### config.mk
export PLATFORM = sky130hd
export DESIGN_NAME = spc_pcx_pipe_buf
export DESIGN_NICKNAME = d
export VERILOG_FILES = /design/src/rtl/spc_pcx_pipe_buf_pkg.sv /design/src/rtl/spc_pcx_pipe_buf_credit_ctr.sv /design/src/rtl/spc_pcx_pipe_buf_dly.sv /design/src/rtl/spc_pcx_pipe_buf.sv
export SDC_FILE = /design/constraint.sdc
export NUM_CORES = 1
export LEC_CHECK = 0
export CAP_MARGIN = 40
export CORE_MARGIN = 5
export CORE_UTILIZATION = 39
export DETAILED_ROUTE_END_ITERATION = 8
export GPL_ROUTABILITY_DRIVEN = 0
export PLACE_DENSITY = 0.82
export SYNTH_ARGS = -nofsm -noshare
export SYNTH_HDL_FRONTEND = slang
export SYNTH_SLANG_ARGS = --single-unit
### constraint.sdc
create_clock -name rclk -period 15.8 [get_ports rclk]
set_input_delay 3.95 -clock rclk [delete_from_list [all_inputs] [get_ports rclk]]
set_output_delay 3.95 -clock rclk [all_outputs]
set_load 0.02 [all_outputs]
### src/rtl/spc_pcx_pipe_buf_pkg.sv
// Shared PCX header: packet width, buffer defaults and the credit-counter
// width helper used by the core-to-PCX pipe buffer.
package spc_pcx_pipe_buf_pkg;

    // PCX packet width.
    localparam int PCX_WIDTH  = 124;

    // Number of PCX destinations (one-hot request/grant width).
    localparam int PCX_NDEST  = 5;

    // Register stages per direction (legal 0..2).
    localparam int PCX_PIPE   = 1;

    // Queue entries per destination inside the PCX (legal 1..7).
    localparam int PCX_QDEPTH = 2;

    // Width of a counter that must hold every value from 0 to qdepth.
    function automatic int pcx_cnt_w(input int qdepth);
        return $clog2(qdepth + 1);
    endfunction

endpackage : spc_pcx_pipe_buf_pkg

### src/rtl/spc_pcx_pipe_buf_credit_ctr.sv
// Per-destination outstanding-request counter with saturating bounds and
// sticky overflow/underflow flags.
module spc_pcx_credit_ctr
    import spc_pcx_pipe_buf_pkg::*;
#(
    parameter int QDEPTH = PCX_QDEPTH
) (
    input  logic clk,
    input  logic rst,
    input  logic inc,           // request leaving toward the PCX
    input  logic dec,           // grant arriving from the PCX
    input  logic err_clr,
    output logic credit_avail,
    output logic err_ovf,
    output logic err_unf
);

    localparam int             CW   = pcx_cnt_w(QDEPTH);
    localparam logic [CW-1:0]  QMAX = CW'(QDEPTH);

    logic [CW-1:0] cnt;
    logic [CW-1:0] cnt_nxt;
    logic          ovf_hit;
    logic          unf_hit;

    // Next count: a request and grant together cancel, bounds never wrap.
    always_comb begin
        // NOTE: defaults first so every path assigns every output and no
        // latch is inferred.
        cnt_nxt = cnt;
        ovf_hit = 1'b0;
        unf_hit = 1'b0;
        unique case ({inc, dec})
            2'b10: begin
                if (cnt == QMAX) ovf_hit = 1'b1;
                else             cnt_nxt = cnt + 1'b1;
            end
            2'b01: begin
                if (cnt == '0)   unf_hit = 1'b1;
                else             cnt_nxt = cnt - 1'b1;
            end
            default: ;
        endcase
    end

    // Counter register.
    always_ff @(posedge clk or posedge rst) begin
        if (rst) cnt <= '0;
        else     cnt <= cnt_nxt;
    end

    // Sticky error flags; a fresh error beats a simultaneous clear.
    always_ff @(posedge clk or posedge rst) begin
        if (rst) begin
            err_ovf <= 1'b0;
            err_unf <= 1'b0;
        end else begin
            err_ovf <= ovf_hit | (err_ovf & ~err_clr);
            err_unf <= unf_hit | (err_unf & ~err_clr);
        end
    end

    // Credit comes straight off the counter register, not the next-state logic.
    assign credit_avail = (cnt < QMAX);

endmodule : spc_pcx_credit_ctr

### src/rtl/spc_pcx_pipe_buf_dly.sv
// Generic fixed-latency delay line: N unconditional register stages, or a
// plain wire when N is 0. Every stage, data included, clears on reset.
module spc_pcx_dly #(
    parameter int W = 1,
    parameter int N = 1
) (
    input  logic         clk,
    input  logic         rst,
    input  logic [W-1:0] din,
    output logic [W-1:0] dout
);

    generate
        if (N == 0) begin : g_wire
            // Zero-latency path; clock and reset have no role here.
            logic unused_clk_rst;
            assign unused_clk_rst = clk ^ rst;
            assign dout = din;
        end else begin : g_reg
            logic [W-1:0] stage [N];

            // Shift the input through N stages every cycle; no stall exists.
            always_ff @(posedge clk or posedge rst) begin
                // NOTE: the stage array is a handful of flops, not a RAM, so
                // resetting it is cheap and keeps stale packets off the bus.
                if (rst) begin
                    for (int i = 0; i < N; i++) stage[i] <= '0;
                end else begin
                    // NOTE: non-blocking assignments make every stage sample
                    // its predecessor's old value, giving a true shift.
                    stage[0] <= din;
                    for (int i = 1; i < N; i++) stage[i] <= stage[i-1];
                end
            end

            assign dout = stage[N-1];
        end
    endgenerate

endmodule : spc_pcx_dly

### src/rtl/spc_pcx_pipe_buf.sv
// Core-to-PCX pipe buffer: retimes request/atomic/data toward the PCX and
// grant back toward the core, and tracks PCX queue credits per destination.
module spc_pcx_pipe_buf
    import spc_pcx_pipe_buf_pkg::*;
#(
    parameter int NDEST  = PCX_NDEST,
    parameter int DW     = PCX_WIDTH,
    parameter int PIPE   = PCX_PIPE,
    parameter int QDEPTH = PCX_QDEPTH
) (
    input  logic             rclk,
    input  logic             reset,
    input  logic [NDEST-1:0] spc_pcx_req_pq_buf,
    input  logic             spc_pcx_atom_pq_buf,
    input  logic [DW-1:0]    spc_pcx_data_pa_buf,
    input  logic [NDEST-1:0] pcx_spc_grant_px,
    input  logic             err_clr,
    output logic [NDEST-1:0] spc_pcx_req_pq,
    output logic             spc_pcx_atom_pq,
    output logic [DW-1:0]    spc_pcx_data_pa,
    output logic [NDEST-1:0] pcx_spc_grant_px_buf,
    output logic [NDEST-1:0] pcx_credit_avail,
    output logic [NDEST-1:0] pcx_err_ovf,
    output logic [NDEST-1:0] pcx_err_unf
);

    // Request and atomic marker share timing, so they ride one delay line.
    // Data uses an equal-length line, so its one-cycle lag is preserved.
    spc_pcx_dly #(.W(NDEST + 1), .N(PIPE)) u_req_dly (
        .clk  (rclk),
        .rst  (reset),
        .din  ({spc_pcx_atom_pq_buf, spc_pcx_req_pq_buf}),
        .dout ({spc_pcx_atom_pq, spc_pcx_req_pq})
    );

    spc_pcx_dly #(.W(DW), .N(PIPE)) u_data_dly (
        .clk  (rclk),
        .rst  (reset),
        .din  (spc_pcx_data_pa_buf),
        .dout (spc_pcx_data_pa)
    );

    spc_pcx_dly #(.W(NDEST), .N(PIPE)) u_grant_dly (
        .clk  (rclk),
        .rst  (reset),
        .din  (pcx_spc_grant_px),
        .dout (pcx_spc_grant_px_buf)
    );

    // Credits count requests as the PCX sees them (output side) and are
    // returned by grants as the PCX issues them (input side).
    generate
        for (genvar d = 0; d < NDEST; d++) begin : g_dest
            spc_pcx_credit_ctr #(.QDEPTH(QDEPTH)) u_ctr (
                .clk          (rclk),
                .rst          (reset),
                .inc          (spc_pcx_req_pq[d]),
                .dec          (pcx_spc_grant_px[d]),
                .err_clr      (err_clr),
                .credit_avail (pcx_credit_avail[d]),
                .err_ovf      (pcx_err_ovf[d]),
                .err_unf      (pcx_err_unf[d])
            );
        end
    endgenerate

endmodule : spc_pcx_pipe_buf

==> impl_metrics.tcl, run 1 <==
set metrics [dict create \
    hold_buffers 0 \
    path_max_fanout 8 \
    fin_crit_ns 5.53 \
    cp_num_buf_inv 2 \
    syn_nets 420 \
    fp.coreArea_um2 11500 \
    critPathArrivalTime_ns 1.58 \
    numCtsBuffers 17 \
    worstSetupPathType "flip-flop to primary output" \
    rsz0062_at_grt "no" \
    startpoint_type "flip-flop" \
    crit_chain "inv_1 > clkdlybuf4s50_1" \
    worstSkewPairLatency_ns 0.41 \
    nets 707 \
    wire_per_inst_um 19.5 \
    end_kind "primary output" \
    critPathMaxStageDelay_ns 0.62 \
    most-common-layout-cells "287 x clkdlybuf4s50_1, 155 x dfrtp_1, 25 x inv_1" \
    ys_ff_latch 155 \
    tns_ns 0 \
    cts_tree "yes" \
    cts_sinks 155 \
    post-place-ws_ns 10.13 \
    seq_area_um2 3880 \
    grt_use_total_pct 20.3 \
    clockBufferDepth 2 \
    path_delay_family "buffers and inverters" \
    die_w_um 119 \
    yosysSeqAreaShare_pct 83.8 \
    clock-root-buffer "clkbuf_16" \
    grt_pass1_wl_um 20900 \
    port_buffers 287 \
    postRouteAntennaNets 0 \
    final_cells 714 \
    start_util_pct 40.2 \
    final_common_cell "clkdlybuf4s50_1" \
    hold_class "flip-flop to flip-flop" \
    row_count 39 \
    synthesis.area_um2 4630 \
    drt_wl_total_um 13900 \
    cts_resized 0 \
    syn_area_per_cell_um2 17.0 \
    fill_cells 731 \
    vias 3200 \
    htreeDepth 4 \
    status "finished, final reports clean" \
    grt_remaining_overflow 0 \
    finalHoldViolCount 0 \
    grt_max_degree 75 \
    drc 0 \
    setup_ws_ns 10.27 \
    cts.clk_slew.worst_paths_ns 0.06 \
    r2r_slack_ns 14.34 \
    yosys_warnings 0 \
    antenna_found_initial 1 \
    drtIter0Drc 159 \
    drv_cap 0 \
    worst_path_max_delay_cell "clkdlybuf4s50_1" \
    fin_skew_ns 0.00401 \
    syn-instance-count 272 \
    drive_gt1_share_pct 5.61 \
    synth_cell_types 20 \
    die_h_um 119 \
    dr.pass1.iters 4 \
    dieArea_um2 14100 \
    peakVddDrop_uv 105 \
    p_leak_uw 0.00357 \
    setup_viol_count_final 0 \
    slew_headroom_pct 56.6 \
    placed_cells 683 \
    multi_input_area_um2 497 \
    max_freq_mhz 181 \
    postCtsSetupRepairBufs 0 \
    slew_viol_final 0 \
    grt_pass1_vias 3701 \
    finalCritPeriodShare_pct 35.0 \
    area_growth_pct 77.0 \
    ios 288 \
    required_ns 11.85 \
    dp_hpwl_um 10600 \
    worst_pin_slew_ns 0.651 \
    powerDensity_nw_per_um2 130 \
    vias_per_cell 4.48 \
]
## Yosys cell counts
cell / number / area share [%]
a211oi_1: 3 / 0.49
or3b_1: 3 / 0.57
a22o_1: 3 / 0.57
a2111oi_1: 2 / 0.43
o32ai_1: 2 / 0.38
inv_1: 26 / 2.1
nor2b_1: 2 / 0.27
a21o_1: 2 / 0.32
nand2_1: 11 / 0.89
o22ai_1: 8 / 1.1
clkbuf_1: 1 / 0.081
nand3b_1: 2 / 0.32
buf_4: 20 / 3.2
dfrtp_1: 155 / 84
ha_1: 10 / 2.7
a21oi_1: 3 / 0.32
nor2_1: 10 / 0.81
o21ai_0: 2 / 0.22
nand2b_1: 2 / 0.27
mux2i_1: 5 / 1.1
## state kept, by name (all words and copies together) (netlist names)
| signal | count |
|---|---|
| u_data_dly.dout | 124 |
| u_req_dly.dout | 6 |
| g_dest.u_ctr.cnt | 10 |
| u_grant_dly.dout | 5 |
| g_dest.u_ctr.err_unf | 5 |
| g_dest.u_ctr.err_ovf | 5 |
## layer usage
metal | vias to the layer above | routed length [µm] | global-route usage, %
met4 | 0 | 276 | 7.02
met2 | 159 | 7860 | 37.4
met1 | 1587 | 4240 | 18.2
met3 | 26 | 1530 | 12.0
li1 | 1428 | - | -
met5 | - | 0 | 0
## through the flow
| step | utilization [%] | total power (µW) | hold WS, ns | instance area, µm² |
|---|---|---|---|---|
| 6_report | 71.1 | 1070 | 0.520 | 8190 |
| 2_1_floorplan | - | 554 | 0.497 | 4630 |
| 3_5_place_dp | 65.7 | 649 | 0.516 | 7560 |
| 5_1_grt | 71.1 | 1110 | 0.539 | 8190 |
| 4_1_cts | 71.1 | 1080 | 0.527 | 8190 |
| 3_3_place_gp | 65.4 | 641 | 0.511 | 7540 |
## area by class of cell
type | count | area share, %
timing repair buffer | 289 | 35.5
inverter | 26 | 1.25
clock buffer | 20 | 5.58
tap | 143 | 2.19
antenna | 1 | 0.0306
sequential | 155 | 47.4
multi-input combinational | 70 | 6.07
clock inverter | 10 | 2.00
## power by group
part	total (µW)	switching (µW)	internal [µW]	leakage, µW
Sequential	458	27.0	431	0.00183
Clock	425	154	272	0.000303
Combinational	183	84.9	98.6	0.00143
Total	1070	266	802	0.00357
## kinds of logic (layout without fill, tap and decap cells)
| logic type | count (synthesis) | after routing | synth area share [%] |
|---|---|---|---|
| compound gates | 25 | 25 | 3.81 |
| other cells | 0 | 1 | 0 |
| mux | 5 | 5 | 1.08 |
| fa+ha+maj | 10 | 10 | 2.70 |
| buf+inv | 47 | 345 | 5.44 |
| flops | 155 | 155 | 83.8 |
| simple gates | 30 | 30 | 3.14 |
## path summary, 6_finish.rpt
kind                                    startpoint                       to  depth (start not counted)
max reg2reg                      u_req_dly.dout[0]   g_dest[0].u_ctr.cnt[0]                          3
min                        g_dest[4].u_ctr.err_ovf  g_dest[4].u_ctr.err_ovf                          2
max in group asynchronous                    reset      u_grant_dly.dout[3]                          4
min reg2reg                g_dest[4].u_ctr.err_ovf  g_dest[4].u_ctr.err_ovf                          2
max                         g_dest[4].u_ctr.cnt[1]      pcx_credit_avail[4]                          2
min in group asynchronous                    reset     u_data_dly.dout[111]                          2
## tightest hold or removal path, cell delays in order (launching register included)
cell	delay [ns]
dfrtp_1	0.37
inv_1	0.05
o21ai_0	0.06
Power figures use the tool's default switching activity.
==> inputs of run 2 (changes only) <==
--- a/config.mk
+++ b/config.mk
@@ -7,10 +7,10 @@
 export LEC_CHECK = 0
 export CAP_MARGIN = 40
 export CORE_MARGIN = 5
-export CORE_UTILIZATION = 39
+export CORE_UTILIZATION = 36
 export DETAILED_ROUTE_END_ITERATION = 8
 export GPL_ROUTABILITY_DRIVEN = 0
-export PLACE_DENSITY = 0.82
+export PLACE_DENSITY = 0.77
 export SYNTH_ARGS = -nofsm -noshare
 export SYNTH_HDL_FRONTEND = slang
 export SYNTH_SLANG_ARGS = --single-unit
==> constraint.sdc (replaced) <==
create_clock -name rclk -period 5.2 [get_ports rclk]
set_input_delay 1.3 -clock rclk [delete_from_list [all_inputs] [get_ports rclk]]
set_output_delay 1.3 -clock rclk [all_outputs]
set_load 0.02 [all_outputs]
==> run 2 against run 1 <==
Against the previous run: setup slack got worse by 8.0 ns; combinational power rose to 3.0 times the previous value; clock-buffer cell count rose by 1; core utilization fell by 6.6 points; critical path depth did not move; sequential share of layout area rose by 0.31 points; clock power rose to 2.7 times the previous value; first-iteration DRC count fell by 25%; largest power group unchanged; largest cell class unchanged; critical path type unchanged; die area rose by 7.6%.
==> impl_metrics.tcl, run 2 (synthesized netlist as in run 1, its figures left out) <==
set metrics [dict create \
    finalCritPeriodShare_pct 55.4 \
    path_delay_family "buffers and inverters" \
    required_ns 3.90 \
    multi_input_area_um2 497 \
    fin_area_um2 8130 \
    cp_num_buf_inv 2 \
    p_comb_share_pct 18.0 \
    fill_cells 933 \
    worst_path_max_delay_cell "clkdlybuf4s50_1" \
    clock-root-buffer "clkbuf_16" \
    powerDensity_nw_per_um2 379 \
    hold_path_depth 2 \
    worstSetupPathType "flip-flop to primary output" \
    critPathMaxStageDelay_ns 0.63 \
    vias_per_cell 4.30 \
    setup_ws_ns 2.32 \
    largest_reg_flops 124 \
    ios 288 \
    drtIter0Drc 120 \
    post-place-ws_ns 2.29 \
    grt_use_total_pct 18.9 \
    tns_ns 0 \
    min_to "g_dest[1].u_ctr.err_ovf" \
    hold_class "flip-flop to flip-flop" \
    clockBufferDepth 2 \
    p_leak_uw 0.00353 \
    timing.rr.start "u_req_dly.dout[1]" \
    end_kind "primary output" \
    postRouteAntennaNets 0 \
    antenna_found_initial 0 \
    drc 0 \
    numCtsBuffers 17 \
    rsz0062_at_grt "no" \
    grt_max_degree 92 \
    worstSkewPairLatency_ns 0.41 \
    vias 3190 \
    utilization_pct 64.5 \
    slew_headroom_pct 47.6 \
    die_w_um 123 \
    path_max_fanout 8 \
    reg2reg_to "g_dest[1].u_ctr.cnt[1]" \
    fin_skew_ns 0.00354 \
    dieArea_um2 15200 \
    dp_hpwl_um 10700 \
    start_util_pct 36.7 \
    slew_viol_final 0 \
    seq_area_um2 3880 \
    worst_pin_slew_ns 0.787 \
    area_growth_pct 75.8 \
    status "finished, final reports clean" \
    setup_viol_count_final 0 \
    nets 707 \
    rr_worst_depth 4 \
    htreeDepth 4 \
    n_antenna_cell 0 \
    most-common-layout-cells "287 x clkdlybuf4s50_1, 155 x dfrtp_1, 25 x inv_1" \
    max_freq_mhz 347 \
    hold_buffers 0 \
    crit_chain "inv_1 > clkdlybuf4s50_1" \
    cts_tree "yes" \
    finalHoldViolCount 0 \
    cts_resized 0 \
    grt_pass1_vias 3685 \
    port_buffers 287 \
    switching_share_pct 25.5 \
    grt_pass1_wl_um 20600 \
    postCtsSetupRepairBufs 0 \
    peakVddDrop_uv 261 \
    fin_crit_ns 2.88 \
    crit_cells 2 \
    cts_sinks 155 \
    placed_area_um2 7590 \
    r2r_slack_ns 3.75 \
    wire_per_inst_um 18.7 \
    final_common_cell "clkdlybuf4s50_1" \
    drv_cap 0 \
    dr.pass1.iters 4 \
    power.share.clock_pct 36.7 \
    switchingPower_uw 786 \
    die_h_um 123 \
    grt_remaining_overflow 0 \
    intPower_uw 2290 \
    min_from "g_dest[1].u_ctr.err_ovf" \
    drive_gt1_share_pct 5.45 \
    pwr-share-seq_pct 45.2 \
    startpoint_type "flip-flop" \
    total_power_uw 3080 \
    row_count 41 \
    fp.coreArea_um2 12600 \
    critPathArrivalTime_ns 1.58 \
    cts.clk_slew.worst_paths_ns 0.06 \
    drt_wl_total_um 13800 \
]
## run 2: cell types whose count changed in the layout (fill, tap and decap cells not counted)
cell / delta
buf_12: +1
bufinv_16: -3
diode_2: -1
clkinv_2: +3
clkinvlp_4: +1
buf_16: -1
clkbuf_8: +1
inv_6: -3
## run 2: cell type report
type                            instances  area share (%)
Sequential cell                       155            47.7
Clock buffer                           21            5.78
Inverter                               26            1.25
Timing Repair Buffer                  289            35.7
Multi-Input combinational cell         70            6.11
Tap cell                              172            2.65
Clock inverter                          8           0.877
## run 2: stage by stage
| stage | hold slack [ns] | cells |
|---|---|---|
| 6_report | 0.526 | 741 |
| 5_1_grt | 0.548 | 741 |
| 4_1_cts | 0.530 | 741 |
| 3_5_place_dp | 0.522 | 712 |
| 3_3_place_gp | 0.515 | 712 |
| 2_1_floorplan | 0.497 | 272 |
## run 2: worst max-delay path by stage
stage                              to  slack, ns                    from
2_1_floorplan  g_dest[0].u_ctr.cnt[0]       1.94                   reset
3_3_place_gp   g_dest[2].u_ctr.cnt[1]       2.33     pcx_spc_grant_px[2]
3_5_place_dp   g_dest[3].u_ctr.cnt[1]       2.29     pcx_spc_grant_px[3]
4_1_cts           pcx_credit_avail[0]       2.28  g_dest[0].u_ctr.cnt[1]
5_1_grt           pcx_credit_avail[0]       2.24  g_dest[0].u_ctr.cnt[1]
6_report          pcx_credit_avail[0]       2.32  g_dest[0].u_ctr.cnt[1]
## run 2: worst reg2reg max path, cell delays in order (launching register included)
cell and delay (ns):
dfrtp_1 0.39, ha_1 0.33, or3b_1 0.37, a21oi_1 0.17
nor2_1 0.07
## run 2: per-layer routing
metal	up-vias	share of wire, %	global-route usage [%]
met1	1578	33	18.1
met5	-	0	0
li1	1425	-	-
met3	15	12	12.1
met4	0	1.7	6.57
met2	172	53	32.6
## run 2: power by group through the flow
stage | Clock (µW) | Sequential [µW] | Combinational (µW)
6_report | 1130 | 1390 | 556
3_5_place_dp | 0 | 1410 | 559
5_1_grt | 1220 | 1410 | 595
4_1_cts | 1160 | 1390 | 564
3_3_place_gp | 0 | 1400 | 548
2_1_floorplan | 0 | 1460 | 221
==> inputs of run 3 (changes only) <==
==> constraint.sdc (replaced) <==
create_clock -name rclk -period 2.8 [get_ports rclk]
set_input_delay 0.7 -clock rclk [delete_from_list [all_inputs] [get_ports rclk]]
set_output_delay 0.7 -clock rclk [all_outputs]
set_load 0.02 [all_outputs]
==> run 3 against run 2 <==
Against the previous run: global-route usage fell by 0.20 points; sequential share of layout area fell by 0.39 points; non-clock buffer count rose by 1; clock-buffer cell count rose by 1; via count fell by 0.97%; die area did not move; final cell count rose by 0.40%; critical path depth did not move; core utilization rose by 0.53 points; clock power rose by 99%; combinational power rose by 85%; critical path type unchanged; largest cell class unchanged.
==> impl_metrics.tcl, run 3 (synthesized netlist as in run 1, its figures left out) <==
set metrics [dict create \
    dr.pass1.iters 4 \
    drt_wl_total_um 13600 \
    finalCritPeriodShare_pct 81.6 \
    fin_skew_ns 0.00348 \
    rr_worst_depth 4 \
    drc 0 \
    powerDensity_nw_per_um2 716 \
    end_kind "primary output" \
    grt_remaining_overflow 0 \
    worst_pin_slew_ns 0.536 \
    cts_resized 0 \
    cts_tree "yes" \
    fill_cells 950 \
    worstSetupPathType "flip-flop to primary output" \
    placed_cells 713 \
    final_common_cell "clkdlybuf4s50_1" \
    startpoint_type "flip-flop" \
    nets 708 \
    postCtsSetupRepairBufs 0 \
    die_h_um 123 \
    start_util_pct 36.7 \
    drtIter0Drc 123 \
    critPathMaxStageDelay_ns 0.62 \
    post-place-ws_ns 0.462 \
    peakVddDrop_uv 426 \
    dieArea_um2 15200 \
    tns_ns 0 \
    crit_chain "inv_1 > clkdlybuf4s50_1" \
    numCtsBuffers 17 \
    dp_hpwl_um 10800 \
    hold_class "flip-flop to flip-flop" \
    status "finished, final reports clean" \
    worstSkewPairLatency_ns 0.41 \
    hold_buffers 0 \
    grt_max_degree 60 \
    row_count 41 \
    area_growth_pct 77.2 \
    final_cells 744 \
    wire_per_inst_um 18.3 \
    cts.clk_slew.worst_paths_ns 0.06 \
    fp.coreArea_um2 12600 \
    required_ns 2.10 \
    grt_use_total_pct 18.7 \
    slew_viol_final 0 \
    setup_ws_ns 0.514 \
    vias 3159 \
    grt_pass1_vias 3611 \
    postRouteAntennaNets 0 \
    antenna_found_initial 0 \
    grt_pass1_wl_um 20300 \
    path_max_fanout 8 \
    n_antenna_cell 0 \
    worst_path_max_delay_cell "clkdlybuf4s50_1" \
    fin_hold_ws_ns 0.529 \
    drv_cap 0 \
    largest_reg_flops 124 \
    ios 288 \
    most-common-layout-cells "287 x clkdlybuf4s50_1, 155 x dfrtp_1, 25 x inv_1" \
    clockBufferDepth 2 \
    slew_headroom_pct 64.2 \
    critPathArrivalTime_ns 1.59 \
    vias_per_cell 4.25 \
    finalHoldViolCount 0 \
    die_w_um 123 \
    port_buffers 287 \
    p_leak_uw 0.00355 \
    drive_gt1_share_pct 5.77 \
    htreeDepth 4 \
    fin_crit_ns 2.29 \
    hold_path_depth 2 \
    clock-root-buffer "clkbuf_16" \
    total_power_uw 5870 \
    cts_sinks 155 \
    max_freq_mhz 438 \
    setup_viol_count_final 0 \
    rsz0062_at_grt "no" \
]
## run 3: cell types whose count changed in the layout (fill, tap and decap cells not counted), sizes merged
cell | previous run | this run
clkbuf | 21 | 22
bufinv | 1 | 2
inv | 25 | 26
buf | 2 | 3
clkinv | 6 | 3
clkinvlp | 2 | 4
## run 3: routing by layer
metal	vias up	GRT usage, %	share of wire (%)
li1	1429	-	-
met2	174	31.9	52
met3	29	11.5	13
met5	-	0	0
met4	0	8.93	2.9
met1	1527	17.5	32
## run 3: power breakdown
part / switching, µW / internal (µW)
combinational: 476 / 558
clock: 872 / 1380
sequential: 147 / 2430
## run 3: layout make-up
class | instances | area, µm² | area share (%)
well taps | 172 | 215 | 2.62
repair buffers | 290 | 2920 | 35.6
clock buffers | 22 | 474 | 5.78
flip-flops and latches | 155 | 3880 | 47.3
multi-input cells | 70 | 497 | 6.06
inverters | 26 | 101 | 1.24
clock inverters | 9 | 114 | 1.39
## run 3: stage by stage
| step | util (%) | area, µm² |
|---|---|---|
| after floorplan | - | 4630 |
| after global placement | 60.3 | 7610 |
| after detailed placement | 60.3 | 7610 |
| after CTS | 65.0 | 8200 |
| after global routing | 65.0 | 8200 |
| final | 65.0 | 8200 |
## run 3: final timing paths
kind	from	endpoint	slack, ns
max	g_dest[4].u_ctr.cnt[1]	pcx_credit_avail[4]	0.51
min	g_dest[4].u_ctr.err_ovf	g_dest[4].u_ctr.err_ovf	0.53
max reg2reg	u_req_dly.dout[3]	g_dest[3].u_ctr.cnt[1]	1.38
min reg2reg	g_dest[4].u_ctr.err_ovf	g_dest[4].u_ctr.err_ovf	0.53
max in group asynchronous	reset	u_data_dly.dout[0]	1.46
min in group asynchronous	reset	u_data_dly.dout[21]	0.68
## run 3: worst max-delay path, delay by kind of cell (launching register included)
kind                   cells  cell delay, ns
flip-flops                 1            0.46
buffers and inverters      2            0.72
